File: config.mk
export PLATFORM = sky130hd
export DESIGN_NAME = sram_req_adapter_flat
export DESIGN_NICKNAME = d
export VERILOG_FILES = /design/src/rtl/sram_req_adapter_if.sv /design/src/rtl/sram_req_adapter.sv /design/src/flat_wrapper.sv
export SDC_FILE = /design/constraint.sdc
export NUM_CORES = 1
export LEC_CHECK = 0
export BUFFER_PORTS_ARGS = -buffer_cell sky130_fd_sc_hd__buf_2
export CORE_UTILIZATION = 55
export DETAILED_ROUTE_END_ITERATION = 12
export PLACE_DENSITY = 0.85
export SLEW_MARGIN = 0
export SYNTH_ARGS = -nofsm -noshare
export SYNTH_HDL_FRONTEND = slang
export SYNTH_SLANG_ARGS = --single-unit
File: constraint.sdc
create_clock -name clk_i -period 17.45 [get_ports clk_i]
set_input_delay 0.8725 -clock clk_i [delete_from_list [all_inputs] [get_ports clk_i]]
set_output_delay 0.8725 -clock clk_i [all_outputs]
set_load 0.01 [all_outputs]
File: src/rtl/sram_req_adapter_if.sv
// sram_req_adapter_if: request/response stream bundle between an initiator and the SRAM request adapter.
interface sram_req_adapter_if #(
    parameter int DATA_WIDTH = 64,
    parameter int USER_WIDTH = 1,
    parameter int AW         = 10
);
    localparam int BW = (DATA_WIDTH + 7) / 8;
    logic                  req_valid_i;
    logic                  req_ready_o;
    logic                  req_we_i;
    logic [AW-1:0]         req_addr_i;
    logic [BW-1:0]         req_be_i;
    logic [DATA_WIDTH-1:0] req_wdata_i;
    logic [USER_WIDTH-1:0] req_wuser_i;
    logic                  rsp_valid_o;
    logic                  rsp_ready_i;
    logic                  rsp_we_o;
    logic [DATA_WIDTH-1:0] rsp_rdata_o;
    logic [USER_WIDTH-1:0] rsp_ruser_o;
    modport slave (
        input  req_valid_i, req_we_i, req_addr_i, req_be_i, req_wdata_i, req_wuser_i, rsp_ready_i,
        output req_ready_o, rsp_valid_o, rsp_we_o, rsp_rdata_o, rsp_ruser_o
    );
    modport master (
        output req_valid_i, req_we_i, req_addr_i, req_be_i, req_wdata_i, req_wuser_i, rsp_ready_i,
        input  req_ready_o, rsp_valid_o, rsp_we_o, rsp_rdata_o, rsp_ruser_o
    );
endinterface

File: src/rtl/sram_req_adapter.sv
// sram_req_adapter: valid/ready requests to a fixed-latency SRAM port, with a credit-protected response FIFO.
module sram_req_adapter #(
    parameter int DATA_WIDTH   = 64,
    parameter int USER_WIDTH   = 1,
    parameter int USER_EN      = 0,
    parameter int NUM_WORDS    = 1024,
    parameter int SRAM_LATENCY = 1,
    parameter int RSP_DEPTH    = 3,
    localparam int AW = $clog2(NUM_WORDS),
    localparam int BW = (DATA_WIDTH + 7) / 8
) (
    input  logic                  clk_i,
    input  logic                  rst_ni,
    sram_req_adapter_if.slave     bus,
    output logic                  sram_req_o,
    output logic                  sram_we_o,
    output logic [AW-1:0]         sram_addr_o,
    output logic [BW-1:0]         sram_be_o,
    output logic [DATA_WIDTH-1:0] sram_wdata_o,
    output logic [USER_WIDTH-1:0] sram_wuser_o,
    input  logic [DATA_WIDTH-1:0] sram_rdata_i,
    input  logic [USER_WIDTH-1:0] sram_ruser_i
);
    localparam int PW = RSP_DEPTH > 1 ? $clog2(RSP_DEPTH) : 1;
    localparam int CW = $clog2(RSP_DEPTH + 1);
    logic [SRAM_LATENCY-1:0] pv_q, pw_q;
    logic [CW-1:0]           credit_q, credit_d, cnt_q, cnt_d;
    logic [PW-1:0]           wr_q, rd_q;
    logic                    we_q   [RSP_DEPTH];
    logic [DATA_WIDTH-1:0]   data_q [RSP_DEPTH];
    logic [USER_WIDTH-1:0]   user_q [RSP_DEPTH];
    logic                    accept, push, push_we, pop, empty;

    assign bus.req_ready_o = rst_ni && credit_q < CW'(RSP_DEPTH);
    assign accept          = bus.req_valid_i && bus.req_ready_o;
    assign sram_req_o      = accept;
    assign sram_we_o       = accept && bus.req_we_i;
    assign sram_addr_o     = bus.req_addr_i;
    assign sram_be_o       = bus.req_be_i;
    assign sram_wdata_o    = bus.req_wdata_i;
    assign sram_wuser_o    = bus.req_wuser_i;

    assign push            = pv_q[SRAM_LATENCY-1];
    assign push_we         = pw_q[SRAM_LATENCY-1];
    assign empty           = cnt_q == '0;
    assign bus.rsp_valid_o = rst_ni && !empty;
    assign pop             = bus.rsp_valid_o && bus.rsp_ready_i;
    assign bus.rsp_we_o    = !empty && we_q[rd_q];
    assign bus.rsp_rdata_o = empty ? '0 : data_q[rd_q];
    assign bus.rsp_ruser_o = empty ? '0 : user_q[rd_q];
    assign credit_d        = credit_q + CW'(accept) - CW'(pop);
    assign cnt_d           = cnt_q + CW'(push) - CW'(pop);

    always_ff @(posedge clk_i) begin
        if (!rst_ni) begin
            pv_q     <= '0;
            pw_q     <= '0;
            credit_q <= '0;
            cnt_q    <= '0;
            wr_q     <= '0;
            rd_q     <= '0;
        end else begin
            pv_q     <= (pv_q << 1) | SRAM_LATENCY'(accept);
            pw_q     <= (pw_q << 1) | SRAM_LATENCY'(accept && bus.req_we_i);
            credit_q <= credit_d;
            cnt_q    <= cnt_d;
            if (push) wr_q <= wr_q == PW'(RSP_DEPTH - 1) ? '0 : wr_q + 1'b1;
            if (pop) rd_q <= rd_q == PW'(RSP_DEPTH - 1) ? '0 : rd_q + 1'b1;
        end
    end

    // storage needs no reset: occupancy alone decides what is visible
    always_ff @(posedge clk_i) begin
        if (push) begin
            we_q[wr_q]   <= push_we;
            data_q[wr_q] <= push_we ? '0 : sram_rdata_i;
            user_q[wr_q] <= (push_we || USER_EN == 0) ? '0 : sram_ruser_i;
        end
    end
endmodule
File: src/flat_wrapper.sv
// flat-port wrapper written by rule: the top's interface ports become plain ports
module sram_req_adapter_flat 
#(
    parameter int DATA_WIDTH   = 64,
    parameter int USER_WIDTH   = 1,
    parameter int USER_EN      = 0,
    parameter int NUM_WORDS    = 1024,
    parameter int SRAM_LATENCY = 1,
    parameter int RSP_DEPTH    = 3,
    localparam int AW = $clog2(NUM_WORDS),
    localparam int BW = (DATA_WIDTH + 7) / 8
)
  (clk_i, rst_ni, sram_req_o, sram_we_o, sram_addr_o, sram_be_o, sram_wdata_o, sram_wuser_o, sram_rdata_i, sram_ruser_i, bus_req_valid_i, bus_req_we_i, bus_req_addr_i, bus_req_be_i, bus_req_wdata_i, bus_req_wuser_i, bus_rsp_ready_i, bus_req_ready_o, bus_rsp_valid_o, bus_rsp_we_o, bus_rsp_rdata_o, bus_rsp_ruser_o);
  sram_req_adapter_if #(.DATA_WIDTH(DATA_WIDTH), .USER_WIDTH(USER_WIDTH)) bus_i ();
  input  logic clk_i;
  input  logic rst_ni;
  output logic sram_req_o;
  output logic sram_we_o;
  output logic [AW-1:0] sram_addr_o;
  output logic [BW-1:0] sram_be_o;
  output logic [DATA_WIDTH-1:0] sram_wdata_o;
  output logic [USER_WIDTH-1:0] sram_wuser_o;
  input  logic [DATA_WIDTH-1:0] sram_rdata_i;
  input  logic [USER_WIDTH-1:0] sram_ruser_i;
  input wire logic [$bits(bus_i.req_valid_i)-1:0] bus_req_valid_i;
  input wire logic [$bits(bus_i.req_we_i)-1:0] bus_req_we_i;
  input wire logic [$bits(bus_i.req_addr_i)-1:0] bus_req_addr_i;
  input wire logic [$bits(bus_i.req_be_i)-1:0] bus_req_be_i;
  input wire logic [$bits(bus_i.req_wdata_i)-1:0] bus_req_wdata_i;
  input wire logic [$bits(bus_i.req_wuser_i)-1:0] bus_req_wuser_i;
  input wire logic [$bits(bus_i.rsp_ready_i)-1:0] bus_rsp_ready_i;
  output wire logic [$bits(bus_i.req_ready_o)-1:0] bus_req_ready_o;
  output wire logic [$bits(bus_i.rsp_valid_o)-1:0] bus_rsp_valid_o;
  output wire logic [$bits(bus_i.rsp_we_o)-1:0] bus_rsp_we_o;
  output wire logic [$bits(bus_i.rsp_rdata_o)-1:0] bus_rsp_rdata_o;
  output wire logic [$bits(bus_i.rsp_ruser_o)-1:0] bus_rsp_ruser_o;
  assign bus_i.req_valid_i = bus_req_valid_i;
  assign bus_i.req_we_i = bus_req_we_i;
  assign bus_i.req_addr_i = bus_req_addr_i;
  assign bus_i.req_be_i = bus_req_be_i;
  assign bus_i.req_wdata_i = bus_req_wdata_i;
  assign bus_i.req_wuser_i = bus_req_wuser_i;
  assign bus_i.rsp_ready_i = bus_rsp_ready_i;
  assign bus_req_ready_o = bus_i.req_ready_o;
  assign bus_rsp_valid_o = bus_i.rsp_valid_o;
  assign bus_rsp_we_o = bus_i.rsp_we_o;
  assign bus_rsp_rdata_o = bus_i.rsp_rdata_o;
  assign bus_rsp_ruser_o = bus_i.rsp_ruser_o;
  sram_req_adapter #(.DATA_WIDTH(DATA_WIDTH), .USER_WIDTH(USER_WIDTH), .USER_EN(USER_EN), .NUM_WORDS(NUM_WORDS), .SRAM_LATENCY(SRAM_LATENCY), .RSP_DEPTH(RSP_DEPTH)) u_core (.clk_i(clk_i), .rst_ni(rst_ni), .bus(bus_i), .sram_req_o(sram_req_o), .sram_we_o(sram_we_o), .sram_addr_o(sram_addr_o), .sram_be_o(sram_be_o), .sram_wdata_o(sram_wdata_o), .sram_wuser_o(sram_wuser_o), .sram_rdata_i(sram_rdata_i), .sram_ruser_i(sram_ruser_i));
endmodule
==> results by group <==
Run status
  • Status: complete, no violations

Finish
  • Layout area overhead: 9.25%
  • Area occupied by multi-input gates: 2320 µm²
  • Final Util: 61.2%
  • Diodes inserted: 0
  • Layout cells sized above 1: 24.1%
  • Fillers: 1,248
  • Nets: 902
  • Design Area, Final: 10,100 µm²
  • Storage cell area: 6100 µm²

Clock tree
  • Sink Count: 207
  • Root buffer cell: clkbuf_16
  • Clock slew at the register clock pins of the worst setup and hold paths: 0.06 ns
  • CTS Buf Count: 21
  • Max clock buf depth: 3
  • CTS tree: yes
  • Post-cts sizing count: 0
  • H-Tree Depth: 1
  • Hold-fix buffers, CTS: 0
  • Worst-skew pair later-pin latency: 0.49 ns
  • Post-CTS setup buffers: 0

Timing
  • Final Max Slew Viols: 0
  • RSZ-0062 raised after global routing: no
  • Final hold vios: 0
  • Max Fclk: 0.290 GHz
  • Crit path time final: 3.44 ns
  • Final worst slack: 14.01 ns
  • Rel. slew slack: 37.3%
  • Least-Margin Pin Slew: 0.940 ns
  • Setup TNS: 0 ns
  • Final worst path period share: 19.7%
  • Final setup violating endpoints: 0
  • Worst Skew: 0.0129 ns

Power and ir drop
  • Max VDD drop: 81.5 µV
  • Pwr dens: 105 nW/µm²
  • Leak: 3.57 nW
  • Tot Pwr: 1.06 mW

Floorplan
  • Row count: 47
  • Top Ports: 306
  • Die width: 132 µm
  • Die area: 17,300 µm²
  • CORE AREA: 16,500 µm²
  • Initial core utilization: 56.0%
  • Die height: 132 µm

Detailed routing
  • First-pass DRT Iterations: 4
  • Vias per cell: 5.23
  • DRC: 0
  • Avg WL per Cell: 20.5 µm
  • Overall routed net length: 20,100 µm
  • Vias: 5,129
  • DRT iter0 DRCs: 272
  • Routed Antenna Nets: 0

Logic synthesis
  • EDFF count, synth: 195
  • Post-Syn Instances: 698
  • Top cells by area, synth: edfxtp_1 63%, nor2b_1 8.9%, mux2i_1 7.1%, buf_4 6.8%, o21ai_1 3.8%
  • Syn avg cell area: 13.3 µm²
  • Synth top area share: 63.3%
  • Syn Nets: 854
  • Post-synthesis sequential area ratio: 65.9%
  • Leading area contributor after synthesis: edfxtp_1
  • Count leader, synth: edfxtp_1
  • Mapped cell area: 9250 µm²
  • Warnings, synthesis: 0
  • Count of state elements after synthesis: 207
  • Async S/R FF share, synth: 0%
  • Post-synthesis cell type count: 27
  • Top cells by count, synth: 195 x edfxtp_1, 132 x nor2b_1, 84 x buf_4, 71 x nand2_1, 70 x o21ai_1
  • Synth Flop Type: edfxtp_1

Placed design
  • Final Wtd Congestion: 0.844
  • IO Port Bufs: 137
  • Pre-CTS WS: 14.47 ns
  • HPWL Detailed: 13,700 µm
  • Dpl cell area: 9460 µm²

Setup path
  • Buf/Inv on CP: 2
  • Worst Path Required: 16.58 ns
  • Family with the most delay on the worst path: buffers and inverters
  • Setup CP Type: flip-flop to output pin
  • Crit path DAT: 2.57 ns
  • CP max-delay cell: buf_4
  • Crit path largest cell delay: 0.75 ns
  • Critical Path Source Type: flip-flop
  • Crit path max fanout: 50
  • CP Cell Sequence: buf_4 -> mux2i_1 -> o21ai_1 -> nor2b_1 -> buf_2
  • CP Capture Type: output pin

GRT
  • GR Util All Layers: 22.8%
  • Congestion Overflow GR: 0
  • Initial antenna violation count: 0
  • Vias in the first global route: 4,943
  • Largest net degree at the start of global routing: 96
  • First-pass GRT wire length: 29,500 µm

Flow run
  • Max cap viols: 0

Hold path
  • HP Class: flip-flop to flip-flop
-- report_power, final --
group	leakage, nW	switching [mW]	total, mW	internal [mW]
registers	1.89	0.00617	0.566	0.560
clock network	0.314	0.174	0.417	0.243
logic	1.37	0.0459	0.0814	0.0355
total	3.57	0.226	1.06	0.838
-- tightest hold or removal path, stage by stage (launching register included) --
cell and delay (ns):
dfxtp_1 0.32, nand3_1 0.08, o21ai_1 0.07
-- per-stage QoR --
stage | hold slack, ns | std cells
after floorplan | 0.441 | 698
after global placement | 0.476 | 943
after detailed placement | 0.499 | 943
after CTS | 0.514 | 980
after global routing | 0.530 | 980
final | 0.516 | 980
-- cell usage in the layout, fill, tap and decap left out, types with 3 or more instances in the layout --
master     count
edfxtp_1     195
buf_2        137
nor2b_1      132
nand2_1       71
o21ai_1       70
mux2i_1       66
clkbuf_16     22
dfxtp_1        9
buf_4          8
and2_1         5
clkbuf_1       5
nor2_4         3
nand3_1        3
ha_1           3
clkbuf_8       3
clkinv_2       3
-- flip-flops by register name (all words and copies together) (netlist names), named ones only --
| signal | count |
|---|---|
| u_core.rd_q | 2 |
| u_core.wr_q | 2 |
| u_core.credit_q | 2 |
| u_core.push_we | 1 |
| u_core.data_q | 192 |
| u_core.we_q | 3 |
| u_core.cnt_q | 2 |
| u_core.push | 1 |
-- logic make-up (layout without fill, tap and decap cells) --
family / after synthesis / count (layout) / share of synthesized area [%]
AO/OA/AOI/OAI: 75 / 75 / 4.14
XOR/XNOR: 2 / 2 / 0.189
adder cells (fa/ha/maj): 3 / 3 / 0.406
buffers and inverters: 123 / 185 / 9.31
flip-flops: 207 / 207 / 65.9
multiplexers: 66 / 66 / 7.14
other: 1 / 1 / 0.0405
AND/OR/NAND/NOR: 221 / 221 / 12.9
-- path summary, 6_finish.rpt --
kind / startpoint / end / slack [ns] / depth (start not counted)
hold / removal: u_core.rd_q[0] / flip-flop / 0.52 / 2
setup reg to reg: u_core.cnt_q[0] / u_core.credit_q[1] / 15.20 / 8
hold reg to reg: u_core.rd_q[0] / flip-flop / 0.52 / 2
setup / recovery: flip-flop / bus_rsp_rdata_o[13] / 14.01 / 5
-- layer usage --
layer | GRT usage (%) | up-vias | routed length (µm)
met5 | 0 | - | 0
met4 | 8.66 | 0 | 668
met3 | 12.0 | 42 | 2620
met2 | 39.4 | 279 | 10000
met1 | 23.1 | 2369 | 6810
li1 | - | 2439 | -
-- cell type report --
cell class	instances	area share [%]
flip-flops and latches	207	60.4
multi-input cells	368	23.0
repair buffers	145	7.38
clock buffers	30	6.04
well taps	220	2.72
clock inverters	7	0.371
inverters	3	0.111
(Power assumes the default switching activity.)
